<file path="src/rtl/pipeline_stall_controller_pkg.sv">
// Purpose  : shared types and constants for the pipeline stall/flush sequencer.
// Latency  : n/a (declarations only).
// Backpres.: n/a.
// Contents : state_e FSM encoding, register-address width, default sizing,
//            load-use hazard helper.
package pipeline_ctrl_pkg;

  localparam int REG_ADDR_W      = 5;
  localparam int MEM_TIMEOUT_DEF = 16;
  localparam int CNT_W_DEF       = 16;

  typedef enum logic [1:0] {
    RUN      = 2'd0,
    MEM_WAIT = 2'd1,
    ERROR    = 2'd2
  } state_e;

  // The MemRead gate covers both source compares; x0 is never a real
  // producer so it can never create a hazard.
  function automatic logic load_use_hazard(
    input logic                  ex_mem_read,
    input logic [REG_ADDR_W-1:0] ex_rd,
    input logic [REG_ADDR_W-1:0] id_rs1,
    input logic [REG_ADDR_W-1:0] id_rs2
  );
    return ex_mem_read && (ex_rd != '0) && ((ex_rd == id_rs1) || (ex_rd == id_rs2));
  endfunction

endpackage

</file>
<file path="src/rtl/pipeline_stall_controller_if.sv">
// Purpose  : bundle of hazard inputs, memory handshake and control outputs.
// Latency  : n/a (wires only).
// Backpres.: dmem_req_o / dmem_ready_i form the memory handshake.
// Modports : master = pipeline/memory side (drives hazard info, ready),
//            slave  = stall controller (drives enables, flush, bubble, counters).
interface pipeline_stall_controller_if
  import pipeline_ctrl_pkg::*;
#(
  parameter int CNT_W = CNT_W_DEF
);

  logic [REG_ADDR_W-1:0] ID_Rs1_i;
  logic [REG_ADDR_W-1:0] ID_Rs2_i;
  logic [REG_ADDR_W-1:0] EX_Rd_i;
  logic                  EX_MemRead_i;
  logic                  ID_BranchTaken_i;
  logic                  MEM_MemRead_i;
  logic                  MEM_MemWrite_i;
  logic                  dmem_ready_i;

  logic                  PCWrite_o;
  logic                  IF_ID_Write_o;
  logic                  ID_EX_Write_o;
  logic                  EX_MEM_Write_o;
  logic                  MEM_WB_Write_o;
  logic                  IF_ID_Flush_o;
  logic                  NoOp_o;
  logic                  dmem_req_o;
  logic                  err_o;
  logic [CNT_W-1:0]      stall_cnt_o;
  logic [CNT_W-1:0]      flush_cnt_o;

  modport master (
    output ID_Rs1_i, ID_Rs2_i, EX_Rd_i, EX_MemRead_i, ID_BranchTaken_i,
           MEM_MemRead_i, MEM_MemWrite_i, dmem_ready_i,
    input  PCWrite_o, IF_ID_Write_o, ID_EX_Write_o, EX_MEM_Write_o,
           MEM_WB_Write_o, IF_ID_Flush_o, NoOp_o, dmem_req_o, err_o,
           stall_cnt_o, flush_cnt_o
  );

  modport slave (
    input  ID_Rs1_i, ID_Rs2_i, EX_Rd_i, EX_MemRead_i, ID_BranchTaken_i,
           MEM_MemRead_i, MEM_MemWrite_i, dmem_ready_i,
    output PCWrite_o, IF_ID_Write_o, ID_EX_Write_o, EX_MEM_Write_o,
           MEM_WB_Write_o, IF_ID_Flush_o, NoOp_o, dmem_req_o, err_o,
           stall_cnt_o, flush_cnt_o
  );

endinterface

</file>
<file path="src/rtl/pipeline_stall_controller_sat_counter.sv">
// Purpose  : up-counter that sticks at all-ones instead of wrapping.
// Latency  : count visible one clk_i edge after inc is sampled high.
// Backpres.: none; inc is ignored once saturated.
// Ports    : clk_i, rst_i (async active-low), inc, cnt[W-1:0].
module sat_counter #(
  parameter int W = 16
) (
  input  logic         clk_i,
  input  logic         rst_i,
  input  logic         inc,
  output logic [W-1:0] cnt
);

  always_ff @(posedge clk_i or negedge rst_i) begin
    if (!rst_i) begin
      cnt <= '0;
    end else if (inc && (cnt != '1)) begin
      cnt <= cnt + 1'b1;
    end
  end

endmodule

</file>
<file path="src/rtl/pipeline_stall_controller.sv">
// Purpose  : turns load-use hazards, taken branches and slow data memory into
//            per-stage register enables, an IF/ID flush and an ID/EX bubble.
// Latency  : all controls are combinational from state and inputs; state,
//            wait counter and perf counters update on the next clk_i edge.
// Backpres.: a pending memory access freezes every pipeline register until
//            dmem_ready_i; a wait longer than MEM_TIMEOUT locks into ERROR.
// Ports    : clk_i, rst_i (async active-low), bus (slave modport).
module pipeline_stall_controller
  import pipeline_ctrl_pkg::*;
#(
  parameter int MEM_TIMEOUT = MEM_TIMEOUT_DEF,
  parameter int CNT_W       = CNT_W_DEF
) (
  input  logic                        clk_i,
  input  logic                        rst_i,
  pipeline_stall_controller_if.slave  bus
);

  localparam int                WAIT_W    = $clog2(MEM_TIMEOUT + 1);
  localparam logic [WAIT_W-1:0] TIMEOUT_V = WAIT_W'(MEM_TIMEOUT);

  state_e            state_q, state_d;
  logic [WAIT_W-1:0] wait_q, wait_d;
  logic [WAIT_W-1:0] wait_inc;

  logic mem_access;
  logic load_use;
  logic run_cycle;
  logic pc_write, if_id_write, id_ex_write, ex_mem_write, mem_wb_write;
  logic if_id_flush, no_op, dmem_req;

  assign mem_access = bus.MEM_MemRead_i | bus.MEM_MemWrite_i;
  assign load_use   = load_use_hazard(bus.EX_MemRead_i, bus.EX_Rd_i,
                                      bus.ID_Rs1_i, bus.ID_Rs2_i);
  assign wait_inc   = wait_q + 1'b1;

  always_comb begin
    state_d      = state_q;
    wait_d       = wait_q;
    run_cycle    = 1'b0;
    pc_write     = 1'b0;
    if_id_write  = 1'b0;
    id_ex_write  = 1'b0;
    ex_mem_write = 1'b0;
    mem_wb_write = 1'b0;
    if_id_flush  = 1'b0;
    no_op        = 1'b0;
    dmem_req     = 1'b0;

    case (state_q)
      RUN: begin
        if (mem_access && !bus.dmem_ready_i) begin
          // Access not served in its first cycle: freeze and start timing.
          dmem_req = 1'b1;
          state_d  = MEM_WAIT;
          wait_d   = WAIT_W'(1);
        end else begin
          run_cycle = 1'b1;
        end
      end
      MEM_WAIT: begin
        dmem_req = 1'b1;
        if (bus.dmem_ready_i) begin
          // Completion cycle advances the pipeline like a normal RUN cycle.
          run_cycle = 1'b1;
          state_d   = RUN;
          wait_d    = '0;
        end else begin
          wait_d = wait_inc;
          if (wait_inc == TIMEOUT_V) begin
            state_d = ERROR;
          end
        end
      end
      ERROR: begin
        // Everything frozen until reset.
      end
      default: begin
        state_d = RUN;
        wait_d  = '0;
      end
    endcase

    if (run_cycle) begin
      dmem_req     = dmem_req | mem_access;
      ex_mem_write = 1'b1;
      mem_wb_write = 1'b1;
      id_ex_write  = 1'b1;
      if (load_use) begin
        // Hold PC and IF/ID, bubble ID/EX. A concurrent taken branch is
        // dropped here and re-resolves when the instruction retries in ID.
        no_op = 1'b1;
      end else begin
        pc_write    = 1'b1;
        if_id_write = 1'b1;
        if_id_flush = bus.ID_BranchTaken_i;
      end
    end

    if (!rst_i) begin
      pc_write     = 1'b0;
      if_id_write  = 1'b0;
      id_ex_write  = 1'b0;
      ex_mem_write = 1'b0;
      mem_wb_write = 1'b0;
      if_id_flush  = 1'b0;
      no_op        = 1'b0;
      dmem_req     = 1'b0;
    end
  end

  always_ff @(posedge clk_i or negedge rst_i) begin
    if (!rst_i) begin
      state_q <= RUN;
      wait_q  <= '0;
    end else begin
      state_q <= state_d;
      wait_q  <= wait_d;
    end
  end

  assign bus.PCWrite_o      = pc_write;
  assign bus.IF_ID_Write_o  = if_id_write;
  assign bus.ID_EX_Write_o  = id_ex_write;
  assign bus.EX_MEM_Write_o = ex_mem_write;
  assign bus.MEM_WB_Write_o = mem_wb_write;
  assign bus.IF_ID_Flush_o  = if_id_flush;
  assign bus.NoOp_o         = no_op;
  assign bus.dmem_req_o     = dmem_req;
  assign bus.err_o          = (state_q == ERROR);

  // Stall cycles include ERROR; reset itself holds both counters at zero.
  sat_counter #(.W(CNT_W)) u_stall_cnt (
    .clk_i (clk_i),
    .rst_i (rst_i),
    .inc   (!pc_write),
    .cnt   (bus.stall_cnt_o)
  );

  sat_counter #(.W(CNT_W)) u_flush_cnt (
    .clk_i (clk_i),
    .rst_i (rst_i),
    .inc   (if_id_flush),
    .cnt   (bus.flush_cnt_o)
  );

endmodule

</file>
<file path="src/flat_wrapper.sv">
// flat-port wrapper written by rule: the top's interface ports become plain ports
module pipeline_stall_controller_flat import pipeline_ctrl_pkg::*;
#(
  parameter int MEM_TIMEOUT = MEM_TIMEOUT_DEF,
  parameter int CNT_W       = CNT_W_DEF
)
  (clk_i, rst_i, bus_ID_Rs1_i, bus_ID_Rs2_i, bus_EX_Rd_i, bus_EX_MemRead_i, bus_ID_BranchTaken_i, bus_MEM_MemRead_i, bus_MEM_MemWrite_i, bus_dmem_ready_i, bus_PCWrite_o, bus_IF_ID_Write_o, bus_ID_EX_Write_o, bus_EX_MEM_Write_o, bus_MEM_WB_Write_o, bus_IF_ID_Flush_o, bus_NoOp_o, bus_dmem_req_o, bus_err_o, bus_stall_cnt_o, bus_flush_cnt_o);
  pipeline_stall_controller_if #(.CNT_W(CNT_W)) bus_i ();
  input  logic clk_i;
  input  logic rst_i;
  input wire logic [$bits(bus_i.ID_Rs1_i)-1:0] bus_ID_Rs1_i;
  input wire logic [$bits(bus_i.ID_Rs2_i)-1:0] bus_ID_Rs2_i;
  input wire logic [$bits(bus_i.EX_Rd_i)-1:0] bus_EX_Rd_i;
  input wire logic [$bits(bus_i.EX_MemRead_i)-1:0] bus_EX_MemRead_i;
  input wire logic [$bits(bus_i.ID_BranchTaken_i)-1:0] bus_ID_BranchTaken_i;
  input wire logic [$bits(bus_i.MEM_MemRead_i)-1:0] bus_MEM_MemRead_i;
  input wire logic [$bits(bus_i.MEM_MemWrite_i)-1:0] bus_MEM_MemWrite_i;
  input wire logic [$bits(bus_i.dmem_ready_i)-1:0] bus_dmem_ready_i;
  output wire logic [$bits(bus_i.PCWrite_o)-1:0] bus_PCWrite_o;
  output wire logic [$bits(bus_i.IF_ID_Write_o)-1:0] bus_IF_ID_Write_o;
  output wire logic [$bits(bus_i.ID_EX_Write_o)-1:0] bus_ID_EX_Write_o;
  output wire logic [$bits(bus_i.EX_MEM_Write_o)-1:0] bus_EX_MEM_Write_o;
  output wire logic [$bits(bus_i.MEM_WB_Write_o)-1:0] bus_MEM_WB_Write_o;
  output wire logic [$bits(bus_i.IF_ID_Flush_o)-1:0] bus_IF_ID_Flush_o;
  output wire logic [$bits(bus_i.NoOp_o)-1:0] bus_NoOp_o;
  output wire logic [$bits(bus_i.dmem_req_o)-1:0] bus_dmem_req_o;
  output wire logic [$bits(bus_i.err_o)-1:0] bus_err_o;
  output wire logic [$bits(bus_i.stall_cnt_o)-1:0] bus_stall_cnt_o;
  output wire logic [$bits(bus_i.flush_cnt_o)-1:0] bus_flush_cnt_o;
  assign bus_i.ID_Rs1_i = bus_ID_Rs1_i;
  assign bus_i.ID_Rs2_i = bus_ID_Rs2_i;
  assign bus_i.EX_Rd_i = bus_EX_Rd_i;
  assign bus_i.EX_MemRead_i = bus_EX_MemRead_i;
  assign bus_i.ID_BranchTaken_i = bus_ID_BranchTaken_i;
  assign bus_i.MEM_MemRead_i = bus_MEM_MemRead_i;
  assign bus_i.MEM_MemWrite_i = bus_MEM_MemWrite_i;
  assign bus_i.dmem_ready_i = bus_dmem_ready_i;
  assign bus_PCWrite_o = bus_i.PCWrite_o;
  assign bus_IF_ID_Write_o = bus_i.IF_ID_Write_o;
  assign bus_ID_EX_Write_o = bus_i.ID_EX_Write_o;
  assign bus_EX_MEM_Write_o = bus_i.EX_MEM_Write_o;
  assign bus_MEM_WB_Write_o = bus_i.MEM_WB_Write_o;
  assign bus_IF_ID_Flush_o = bus_i.IF_ID_Flush_o;
  assign bus_NoOp_o = bus_i.NoOp_o;
  assign bus_dmem_req_o = bus_i.dmem_req_o;
  assign bus_err_o = bus_i.err_o;
  assign bus_stall_cnt_o = bus_i.stall_cnt_o;
  assign bus_flush_cnt_o = bus_i.flush_cnt_o;
  pipeline_stall_controller #(.MEM_TIMEOUT(MEM_TIMEOUT), .CNT_W(CNT_W)) u_core (.clk_i(clk_i), .rst_i(rst_i), .bus(bus_i));
endmodule
</file>
<file path="config.mk">
export PLATFORM = sky130hd
export DESIGN_NAME = pipeline_stall_controller_flat
export DESIGN_NICKNAME = d
export VERILOG_FILES = /design/src/rtl/pipeline_stall_controller_pkg.sv /design/src/rtl/pipeline_stall_controller_if.sv /design/src/rtl/pipeline_stall_controller_sat_counter.sv /design/src/rtl/pipeline_stall_controller.sv /design/src/flat_wrapper.sv
export SDC_FILE = /design/constraint.sdc
export NUM_CORES = 1
export LEC_CHECK = 0
export BUFFER_PORTS_ARGS = -buffer_cell sky130_fd_sc_hd__buf_2
export CAP_MARGIN = 10
export CORE_ASPECT_RATIO = 0.8
export CORE_UTILIZATION = 30
export DETAILED_ROUTE_END_ITERATION = 12
export PLACE_DENSITY_LB_ADDON = 0.12
export SETUP_SLACK_MARGIN = 0.3
export SYNTH_ARGS = -nofsm -noshare
export SYNTH_HDL_FRONTEND = slang
export SYNTH_HIERARCHICAL = 1
export SYNTH_SLANG_ARGS = --single-unit
</file>
<file path="constraint.sdc">
create_clock -name clk_i -period 2.9 [get_ports clk_i]
set_clock_uncertainty 0.1 [all_clocks]
set_input_delay 0.58 -clock clk_i [delete_from_list [all_inputs] [get_ports clk_i]]
set_output_delay 0.58 -clock clk_i [all_outputs]
set_load 0.02 [all_outputs]
</file>
## After elaboration in Yosys (flattened, before gate mapping)

Index checks and enable logic that the tools add are counted.

| word-level totals | value |
|---|---|
| register bits | 39 |
| logic and storage cells | 56 |

| operators by class | value |
|---|---|
| add/subtract/negate cells | 3 |
| equal/unequal tests | 9 |
| multiplexer cells | 25 |
| bitwise gates (word level) | 3 |
| reduce and logical (&&, ||, !) cells | 12 |

Operators with widths:

| operator | count |
|---|---|
| $add A16 B1 Y16 const B | 2 |
| $ne A16 B16 Y1 const B | 2 |
| $mux W1 | 16 |
| $pmux W5 S3 | 1 |
| $eq A5 B5 Y1 | 2 |
| $mux W5 | 2 |
| $mux W2 | 3 |
| $pmux W2 S3 | 1 |
| $add A5 B1 Y5 const B | 1 |
| $eq A5 B5 Y1 const B | 1 |
| $logic_and A1 B1 Y1 | 5 |
| $reduce_bool A5 Y1 | 1 |
| $pmux W1 S2 | 2 |
| $ne A3 B2 Y1 const B | 1 |
| $reduce_and A3 Y1 | 1 |
| $eq A2 B1 Y1 const B | 1 |
| $eq A2 B2 Y1 const B | 1 |
| $logic_not A1 Y1 | 2 |
| $logic_not A2 Y1 | 1 |
| $ne A2 B1 Y1 const B | 1 |
| $or A1 B1 Y1 | 2 |
| $reduce_and A2 Y1 | 1 |
| $logic_or A1 B1 Y1 | 1 |
| $not A1 Y1 | 1 |

## Logic depth before layout (Yosys ltp)

Gate-level depths: netlist of run 1.

| depth | value |
|---|---|
| word-level depth | 8 |
| mapped depth | 8 |

## By module

Netlist of run 1, hierarchy kept.

Modules (own cells, without submodules):

| module | instances | cells each | area each (um^2) | sequential area each (um^2) |
|---|---|---|---|---|
| sat_counter | 2 | 72 | 859.6 | 400.4 |
| pipeline_stall_controller | 1 | 73 | 604.3 | 175.2 |

## Worst setup path after synthesis of run 1

Ideal clock, no wire load.

| path | value |
|---|---|
| path kind | input -> register |
| start point | input port bus_MEM_MemWrite_i |
| end point | register u_core.u_stall_cnt.cnt[7] |
| setup time | 132 ps |
| arrival | 2415 ps |
| required time | 2668 ps |
| path slack | 252 ps |
| stages | 8 |
| path buffers | 0 |
| path through | nor3_2 nor2_1 nor2_1 o21ai_0 and3_1 and4_2 a31oi_1 a31oi_1 |

| on the way | value |
|---|---|
| longest elaborated chain between the ends | 8 |

RTL lines:

| what | RTL line | RTL |
|---|---|---|
| start, declared | flat_wrapper.sv:17 | `input wire logic [$bits(bus_i.MEM_MemWrite_i)-1:0] bus_MEM_MemWrite_i;` |
| $or A1 B1 Y1 | pipeline_stall_controller.sv:32 | `assign mem_access = bus.MEM_MemRead_i \| bus.MEM_MemWrite_i;` |
| $logic_and A1 B1 Y1 | pipeline_stall_controller.sv:52 | `if (mem_access && !bus.dmem_ready_i) begin` |
| $mux W1 | pipeline_stall_controller.sv:52 |  |
| $pmux W1 S2 | pipeline_stall_controller.sv:50 | `case (state_q)` |
| $mux W1 | pipeline_stall_controller.sv:84 | `if (run_cycle) begin` |
| $mux W1 | pipeline_stall_controller.sv:100 | `if (!rst_i) begin` |
| $logic_not A1 Y1 | pipeline_stall_controller.sv:136 | `.inc (!pc_write),` |
| $logic_and A1 B1 Y1 | pipeline_stall_controller_sat_counter.sv:17 | `end else if (inc && (cnt != '1)) begin` |
| end signal, assigned | pipeline_stall_controller_sat_counter.sv:18 | `cnt <= cnt + 1'b1;` |
| end, declared | pipeline_stall_controller_sat_counter.sv:11 | `output logic [W-1:0] cnt` |

No other way between the ends.
A chain may end at the register's enable or synchronous reset.

## Worst setup path after layout of run 1

| path | value |
|---|---|
| start point | input port bus_EX_Rd_i[1] |
| end point | output port bus_IF_ID_Flush_o |

| on the way | value |
|---|---|
| longest elaborated chain between the ends | 6 |
| elaborated cells on any way between the ends | 9 |
| those cells by class | 2 x eq/ne; 3 x mux; 4 x reduce/logical |

RTL lines:

| what | RTL line | RTL |
|---|---|---|
| start, declared | flat_wrapper.sv:13 | `input wire logic [$bits(bus_i.EX_Rd_i)-1:0] bus_EX_Rd_i;` |
| $eq A5 B5 Y1 or $reduce_bool A5 Y1 (tied branches) | pipeline_stall_controller_pkg.sv:26 | `return ex_mem_read && (ex_rd != '0) && ((ex_rd == id_rs1) \|\| (ex_rd == id_rs2));` |
| $logic_or A1 B1 Y1 or $logic_and A1 B1 Y1 (tied branches) | pipeline_stall_controller_pkg.sv:26 |  |
| $logic_and A1 B1 Y1 * | pipeline_stall_controller_pkg.sv:26 |  |
| $mux W1 * | pipeline_stall_controller.sv:89 | `if (load_use) begin` |
| $mux W1 * | pipeline_stall_controller.sv:84 |  |
| $mux W1 * | pipeline_stall_controller.sv:100 |  |
| end, declared | flat_wrapper.sv:24 | `output wire logic [$bits(bus_i.IF_ID_Flush_o)-1:0] bus_IF_ID_Flush_o;` |

Mark *: on every way between the ends. The rest lies on a longest branch, timed or not.

==> run_results.csv, run 1 <==
group,metric,value,unit
floorplan,core,7460,sq um
synth,synth_area,2320,sq um
status,status,"complete, no violations",
synth,synthMostInstantiatedCell,"dfrtp_1",
clock_network,cts_buffers,5,
power_and_ir_drop,p_leak,1.35,nW
timing,finalSetupViolCount,0,
global_routing,antenna_found_initial,0,
global_routing,grt_use_total,0.140,
setup_path,crit_fanout,6,
global_routing,grt_overflow,0,
clock_network,clkSinkCount,39,
placed_design,dp_hpwl,3970,microns
setup_path,cpPeakStageDelay,0.54,ns
synth,ys_types,42,
timing,finalHoldViolCount,0,
clock_network,cts-root-buf,"clkbuf_8",
timing,slew_headroom,0.651,
floorplan,start_util,0.311,
timing,drv_slew,0,
detailed_routing,wl_per_cell,13.6,microns
global_routing,grt_max_degree,40,
detailed_routing,ant_nets,0,
clock_network,clkSlewWorstSetupHoldPaths,0.08,ns
synth,avgSynthCellArea,10.7,sq um
detailed_routing,viasPerCell,4.95,
finish,area.growth.synth_to_final,23.7,%
run,drv_cap,0,
synth,yosys.area.top_type_share,0.420,
global_routing,grt_pass1_vias,1832,
floorplan,die_height,80.7,microns
timing,fmax,399,MHz
synth,synthTopCellsByArea,"dfrtp_1, xor2_1, nand4_1",
synth,synth_cells,217,
floorplan,die_x,100,microns
synth,synth_ff_type,"dfrtp_1",
clock_network,clock_latency,0.29,ns
synth,synth-edff-count,0,
finish,finish.instance_area,2880,sq um
finish,fin_nets,312,
setup_path,endpoint_kind,"primary output",
floorplan,num_rows,28,
min_path,min_path_type,"in -> async",
synth,synth_top_cell_by_area,"dfrtp_1",
power_and_ir_drop,p_per_area,349,nW/um^2
synth,ys_warn_count,6,
clock_network,ctsHtreeMaxLevel,2,
setup_path,path_class,"in -> out",
finish,drive_gt1_frac,0.341,
setup_path,start_kind,"input pin",
power_and_ir_drop,vdd_drop_max,0.000153,V
timing,period_share,0.864,
placed_design,place_congestion,0.771,
setup_path,cpMaxStageDelayCell,"or4_4",
synth,ys_seq_area_frac,0.420,
detailed_routing,vias,1940,
synth,synthArstFlopShare,1.00,
clock_network,cts_tree,"yes",
setup_path,worstPathArrival,1.83,ns
detailed_routing,drc,0,
timing,worst_pin_slew,0.523,ns
synth,synth.net_count,243,
setup_path,cp_common_cell,"buf_2",
floorplan,die_area,8100,sq um
detailed_routing,drt-initial-drc-count,97,
detailed_routing,wirelength,5330,microns
floorplan,pin_count,63,
clock_network,clk_path_buf_depth,2,
setup_path,cp.required,2.22,ns
setup_path,path_cells,"buf_2, or4_4, o21ai_4, o211a_4, buf_2",
global_routing,grt_pass1_wl,8830,microns
timing,setup_tns,0,ns
timing,fin_crit,2.51,ns
detailed_routing,first_pass_iters,4,
synth,synth_common_cells,"dfrtp_1, nand4_1, nand2_1, xor2_1",
clock_network,hold_buffers,0,
placed_design,io_buffers,62,
synth,ys_seq_elements,39,
timing,rsz0062_at_grt,"false",
placed_design,dpl_cell_area,2760,sq um
finish,antenna_cells,0,
## kinds of logic after synthesis
family / Yosys count / synth area share
flops: 39 / 0.420
buf+inv: 4 / 0.0113
xor+xnor: 25 / 0.0942
simple gates: 94 / 0.291
mux: 2 / 0.00969
compound gates: 49 / 0.152
fa+ha+maj: 4 / 0.0215
## per-stage QoR
stage	instances	util	setup slack [ns]	hold WS [ns]	total power, mW
after global placement	383	0.370	0.188	0.402	0.606
after CTS	391	0.384	0.386	0.291	1.03
after global routing	392	0.385	0.302	0.324	1.05
after detailed placement	383	0.370	0.198	0.410	0.606
final	392	0.385	0.395	0.266	1.00
after floorplan	217	-	0.343	0.184	0.571
## flip-flops by register name, summed over array words and instances, names as in the netlist
register,cells
u_core/u_stall_cnt/cnt,16
u_core/wait_q,5
u_core/u_flush_cnt/cnt,16
u_core/state_q,2
## where the power goes
part	switching [mW]	internal [mW]
clock	0.191	0.217
combinational	0.0301	0.0207
sequential	0	0.543
## critical path, delay by kind of cell
kind	cells	cell delay, ns
AND/OR/NAND/NOR	1	0.54
AO/OA/AOI/OAI	2	0.40
buffers and inverters	2	0.30
## path summary, 6_finish.rpt
path,from,end,slack (ns),cells past startpoint
worst max-delay path,bus_EX_Rd_i[1],bus_IF_ID_Flush_o,0.39,5
worst min-delay path,rst_i,u_core/state_q[0]$_DFFE_PN0P_,0.27,2
worst max register to register,u_core/state_q[0]$_DFFE_PN0P_,u_core/u_stall_cnt/cnt[7]$_DFFE_PN0P_,0.70,8
worst min register to register,u_core/u_stall_cnt/cnt[15]$_DFFE_PN0P_,u_core/u_stall_cnt/cnt[15]$_DFFE_PN0P_,0.43,1
max in group asynchronous,rst_i,u_core/u_stall_cnt/cnt[5]$_DFFE_PN0P_,2.06,2
min in group clk_i,u_core/u_stall_cnt/cnt[15]$_DFFE_PN0P_,u_core/u_stall_cnt/cnt[15]$_DFFE_PN0P_,0.43,1
## final cells by class
| class | count | area (sq um) |
|---|---|---|
| Fill cell | 747 | 4590 |
| Multi-Input combinational cell | 174 | 1330 |
| Sequential cell | 39 | 976 |
| Timing Repair Buffer | 65 | 333 |
| Tap cell | 105 | 131 |
| Clock buffer | 8 | 100 |
| Inverter | 1 | 3.75 |
## timing repair
action                     4_1_cts  5_1_grt
gates resized for setup          1        0
setup endpoints to repair        1        1
setup buffers                    0        1
pin swaps                        0        1
## placed cells by master (no fill, tap or decap), types with 2 or more instances in the layout
master	count
buf_2	62
dfrtp_1	39
nand4_1	16
xor2_1	15
nand2_1	15
o21a_1	12
nand3_1	12
nor2_1	11
o21ai_0	11
xnor2_1	10
a21oi_1	8
clkbuf_8	7
a31oi_1	7
nor3_1	4
ha_1	4
and3_1	4
nor4_4	4
buf_4	3
nor3_2	3
nor2_2	3
and2_1	2
and4_2	2
and4_1	2
and4_4	2
o211ai_1	2
nand4_2	2
nand4_4	2
a32oi_1	2
nand3_4	2
o31ai_4	2
mux2_1	2
and4b_1	2
## layer usage
| layer | global-route usage | share of wire |
|---|---|---|
| met4 | 0.0478 | 0.0083 |
| met2 | 0.206 | 0.43 |
| met3 | 0.0305 | 0.031 |
| met5 | 0 | 0 |
| met1 | 0.203 | 0.52 |
(Power assumes the default switching activity.)
==> run 2: changes to the inputs <==
clock period = 2.6 ns   (was 2.9 ns; I/O delays follow)
==> run 2 against run 1 <==
Clock power grew 14%; combinational power rose by 34%; hold slack lost 0.088 ns; non-clock buffer count increased by 6; sequential power is 12% higher; register-to-register slack worse by 0.18 ns; count of clock-buffer cells in the layout unchanged; first-iteration DRC count shrank 48%.
==> run_results.csv, run 2 (synthesis gave the netlist of run 1 again) <==
group,metric,value,unit
detailed_routing,ant_nets,0,
placed_design,place_congestion,0.739,
global_routing,grt_max_degree,40,
min_path,min_path_type,"in -> async",
clock_network,ctsHtreeMaxLevel,2,
clock_network,hold_buffers,0,
clock_network,cts-root-buf,"clkbuf_8",
floorplan,die_x,100,microns
timing,slew_headroom,0.656,
setup_path,crit_fanout,4,
finish,final_cell_mix,"buf_2, dfrtp_1, nand4_1",
detailed_routing,first_pass_iters,4,
clock_network,cts_buffers,5,
setup_path,endpoint_kind,"primary output",
clock_network,cts_tree,"yes",
detailed_routing,drt-initial-drc-count,50,
global_routing,grt_pass1_vias,1864,
placed_design,dp_hpwl,4150,microns
status,status,"complete, no violations",
finish,final_common_cell,"buf_2",
timing,period_share,0.880,
run,drv_cap,0,
detailed_routing,viasPerCell,4.96,
detailed_routing,wirelength,5700,microns
detailed_routing,vias,1974,
setup_path,path_class,"in -> out",
floorplan,die_height,80.7,microns
finish,largest_registers,"u_core/u_flush_cnt/cnt x16, u_core/u_stall_cnt/cnt x16, u_core/wait_q x5",
timing,rsz0062_at_grt,"true",
finish,area.growth.synth_to_final,30.0,%
timing,setup_tns,0,ns
power_and_ir_drop,p_total,1.14,mW
floorplan,pin_count,63,
detailed_routing,wl_per_cell,14.3,microns
timing,fin_crit,2.29,ns
clock_network,clock_latency,0.30,ns
finish,finish.instance_area,3020,sq um
timing,finalSetupViolCount,0,
timing,worst_pin_slew,0.515,ns
floorplan,die_area,8100,sq um
global_routing,grt_overflow,0,
floorplan,num_rows,28,
finish,fin_nets,318,
clock_network,clk_path_buf_depth,2,
global_routing,antenna_found_initial,0,
global_routing,grt_use_total,0.146,
power_and_ir_drop,vdd_drop_max,0.000162,V
finish,fillCellCount,767,
floorplan,start_util,0.311,
finish,drive_gt1_frac,0.382,
finish,final_util,0.405,
timing,fmax,437,MHz
timing,finalHoldViolCount,0,
timing,drv_slew,0,
power_and_ir_drop,p_leak,1.40,nW
placed_design,io_buffers,62,
placed_design,dpl_cell_area,2790,sq um
finish,antenna_cells,0,
global_routing,grt_pass1_wl,9170,microns
setup_path,worstPathArrival,1.67,ns
clock_network,clkSlewWorstSetupHoldPaths,0.08,ns
power_and_ir_drop,p_per_area,377,nW/um^2
setup_path,start_kind,"input pin",
clock_network,clkSinkCount,39,
floorplan,core,7460,sq um
setup_path,cp.required,1.98,ns
detailed_routing,drc,0,
## run 2: cell count changes in the layout (fill, tap and decap cells not counted), moves of 2 or more
cell / delta
and3_1: -2
and3_4: +2
buf_2: -6
buf_4: +8
buf_6: +3
nor3_1: -2
nor3_4: +2
## run 2: critical path, stage by stage
cell	delay, ns
buf_8	0.10
or4_4	0.53
o21ai_4	0.18
buf_4	0.14
nor4_2	0.03
buf_4	0.17
## run 2: metal layers
| metal | track usage | up-vias | part of all wire |
|---|---|---|---|
| li1 | - | 985 | - |
| met1 | 0.205 | 947 | 0.51 |
| met2 | 0.218 | 35 | 0.44 |
| met3 | 0.0305 | 7 | 0.034 |
| met4 | 0.0594 | 0 | 0.014 |
| met5 | 0 | - | 0 |
## run 2: power breakdown
part           internal [mW]  switching [mW]  total, mW
Clock                  0.242           0.223      0.465
Sequential             0.606               0      0.606
Combinational         0.0295          0.0384     0.0680
## run 2: repair_timing
| action | CTS | global route |
|---|---|---|
| setup buffers | 1 | 4 |
| pin swaps | 5 | 6 |
| resized for setup | 10 | 12 |
| setup endpoints to repair | 4 | 10 |
## run 2: per-stage QoR
step	hold slack, ns	setup WS (ns)	instances
after floorplan	0.124	0.276	217
after global routing	0.240	0.272	398
after global placement	0.415	-0.0126	385
final	0.178	0.312	398
after detailed placement	0.416	0.0657	385
after CTS	0.205	0.296	394
## run 2: worst paths after layout
| kind | startpoint | end | slack, ns | depth (start not counted) |
|---|---|---|---|---|
| setup reg to reg | u_core/state_q[1]$_DFFE_PN0P_ | u_core/u_flush_cnt/cnt[14]$_DFFE_PN0P_ | 0.52 | 9 |
| hold / removal | rst_i | u_core/state_q[0]$_DFFE_PN0P_ | 0.18 | 2 |
| min in group clk_i | bus_dmem_ready_i | u_core/state_q[0]$_DFFE_PN0P_ | 0.42 | 3 |
| setup / recovery | bus_EX_Rd_i[4] | bus_NoOp_o | 0.31 | 6 |
| max in group asynchronous | rst_i | u_core/u_stall_cnt/cnt[14]$_DFFE_PN0P_ | 1.85 | 2 |
| hold reg to reg | u_core/u_stall_cnt/cnt[15]$_DFFE_PN0P_ | u_core/u_stall_cnt/cnt[15]$_DFFE_PN0P_ | 0.43 | 1 |
## run 2: final cells by class
class / count / area, sq um / area share
multi-input combinational: 174 / 1400 / 0.463
tap: 105 / 131 / 0.0435
clock buffer: 8 / 100 / 0.0331
sequential: 39 / 977 / 0.323
inverter: 1 / 3.75 / 0.00124
timing repair buffer: 71 / 412 / 0.136
==> run 3: changes to the inputs <==
CORE_UTILIZATION = 52   (was 30)
==> run 3 against run 2 <==
Hold slack improved by 0.015 ns; sequential power is essentially flat; cell count fell by 9.8%; core utilization grew 32 points; register-to-register slack worse by 0.13 ns; non-clock buffer count up 11; routed wire length up 0.46%; sequential share of layout area down 0.57 points; via count increased by 5.9%; final area is 1.8% higher; critical path depth stayed put; global-route usage grew 8.5 points; largest cell class unchanged.
==> run_results.csv, run 3 (synthesis gave the netlist of run 1 again) <==
group,metric,value,unit
finish,final_util,0.727,
setup_path,cpMaxStageDelayCell,"or4_4",
timing,setup_tns,0,ns
clock_network,clkSlewWorstSetupHoldPaths,0.07,ns
min_path,min_path_type,"in -> async",
placed_design,io_buffers,62,
detailed_routing,drc,0,
global_routing,grt_use_total,0.232,
clock_network,cts_tree,"yes",
timing,drv_slew,0,
finish,area.growth.synth_to_final,32.4,%
finish,final_cell_mix,"buf_2, dfrtp_1, buf_4",
floorplan,num_rows,21,
floorplan,die_x,76.7,microns
detailed_routing,vias,2090,
setup_path,start_kind,"input pin",
detailed_routing,drt-initial-drc-count,119,
setup_path,worstPathArrival,1.74,ns
power_and_ir_drop,combinationalPowerShare,0.074,
finish,final_common_cell,"buf_2",
power_and_ir_drop,p_int,821,uW
run,drv_cap,0,
timing,period_share,0.907,
detailed_routing,wirelength,5720,microns
detailed_routing,wl_per_cell,15.9,microns
status,status,"complete, no violations",
setup_path,r2r_slack,0.39,ns
clock_network,clk_path_buf_depth,2,
global_routing,gr-usage-met2,0.366,
setup_path,r2r_cells,9,
clock_network,ctsHtreeMaxLevel,2,
global_routing,grt_pass1_wl,8530,microns
timing,fmax,424,MHz
detailed_routing,viasPerCell,5.82,
detailed_routing,first_pass_iters,4,
global_routing,antenna_found_initial,0,
timing,finalHoldViolCount,0,
power_and_ir_drop,p_per_area,342,nW/um^2
floorplan,die_height,61.8,microns
finish,drive_gt1_frac,0.411,
timing,rsz0062_at_grt,"true",
floorplan,die_area,4740,sq um
setup_path,cp.required,1.98,ns
setup_path,cpPeakStageDelay,0.54,ns
finish,fin_nets,329,
timing,whs,0.193,ns
power_and_ir_drop,power_frac_seq,0.576,
global_routing,grt_use_met1,0.320,
global_routing,grt_pass1_vias,1808,
clock_network,cts-root-buf,"clkbuf_8",
detailed_routing,ant_nets,0,
setup_path,crit_fanout,3,
power_and_ir_drop,p_leak,1.44,nW
setup_path,endpoint_kind,"primary output",
floorplan,pin_count,63,
power_and_ir_drop,p_total,1.05,mW
setup_path,path_class,"in -> out",
clock_network,clkSinkCount,39,
power_and_ir_drop,pwr-share-clk,0.350,
clock_network,clock_latency,0.29,ns
timing,slew_headroom,0.673,
timing,fin_crit,2.36,ns
clock_network,cts_buffers,5,
power_and_ir_drop,sw_frac_of_total,0.220,
clock_network,hold_buffers,0,
power_and_ir_drop,p_sw,232,uW
setup_path,crit_start,"bus_EX_Rd_i[2]",
global_routing,grt_max_degree,40,
global_routing,grt_busiest_layer,"met2",
setup_path,path_cells,"buf_8, or4_4, o21ai_4, buf_6, o21a_1, buf_4",
floorplan,core,4230,sq um
finish,antenna_cells,0,
global_routing,grt_overflow,0,
placed_design,dp_hpwl,3880,microns
floorplan,start_util,0.549,
setup_path,r2r_start,"u_core/state_q[0]$_DFFE_PN0P_",
placed_design,place_congestion,0.783,
timing,finalSetupViolCount,0,
finish,largest_registers,"u_core/u_flush_cnt/cnt x16, u_core/u_stall_cnt/cnt x16, u_core/wait_q x5",
timing,worst_pin_slew,0.490,ns
global_routing,met3_usage,0.0526,
power_and_ir_drop,vdd_drop_max,0.000301,V
setup_path,r2r-end,"u_core/u_flush_cnt/cnt[14]$_DFFE_PN0P_",
-- run 3: worst max-delay path by stage --
stage and endpoint:
4_1_cts u_core/u_stall_cnt/cnt[15]$_DFFE_PN0P_, 2_1_floorplan u_core/u_flush_cnt/cnt[15]$_DFFE_PN0P_, 3_3_place_gp u_core/u_flush_cnt/cnt[15]$_DFFE_PN0P_, 6_report bus_PCWrite_o, 3_5_place_dp u_core/u_flush_cnt/cnt[14]$_DFFE_PN0P_, 5_1_grt u_core/u_stall_cnt/cnt[1]$_DFFE_PN0P_
-- run 3: power groups by stage --
stage | Clock (mW) | Combinational, mW | Sequential (mW)
2_1_floorplan | 0 | 0.0188 | 0.618
3_3_place_gp | 0 | 0.0579 | 0.618
3_5_place_dp | 0 | 0.0588 | 0.618
4_1_cts | 0.385 | 0.0672 | 0.606
5_1_grt | 0.407 | 0.0847 | 0.606
6_report | 0.369 | 0.0776 | 0.607
-- run 3: what timing repair did --
action	CTS	global route
setup buffers	5	12
endpoints found under the setup margin	4	18
pin swaps	12	14
gates resized for setup	14	20
-- run 3: critical path: cells and delay by family --
family	cells	cell delay [ns]
simple gates	1	0.54
buf+inv	3	0.38
compound gates	2	0.30
-- run 3: layer usage --
layer / wire length, microns / share of wire
met5: 0 / 0
met4: 72 / 0.013
met3: 327 / 0.057
met2: 2620 / 0.46
met1: 2710 / 0.47
-- run 3: area by class of cell --
type | instances | area (sq um)
Sequential cell | 39 | 977
Tap cell | 57 | 71.3
Timing Repair Buffer | 82 | 526
Fill cell | 301 | 1150
Inverter | 1 | 3.75
Clock buffer | 6 | 72.6
Multi-Input combinational cell | 174 | 1430
-- run 3: metrics by stage --
stage	cells	worst slack, ns	cell area (sq um)
after floorplan	217	0.276	2340
after global placement	336	0.140	2730
after detailed placement	336	0.0647	2730
after CTS	347	0.272	2890
after global routing	359	0.202	3080
final	359	0.241	3080
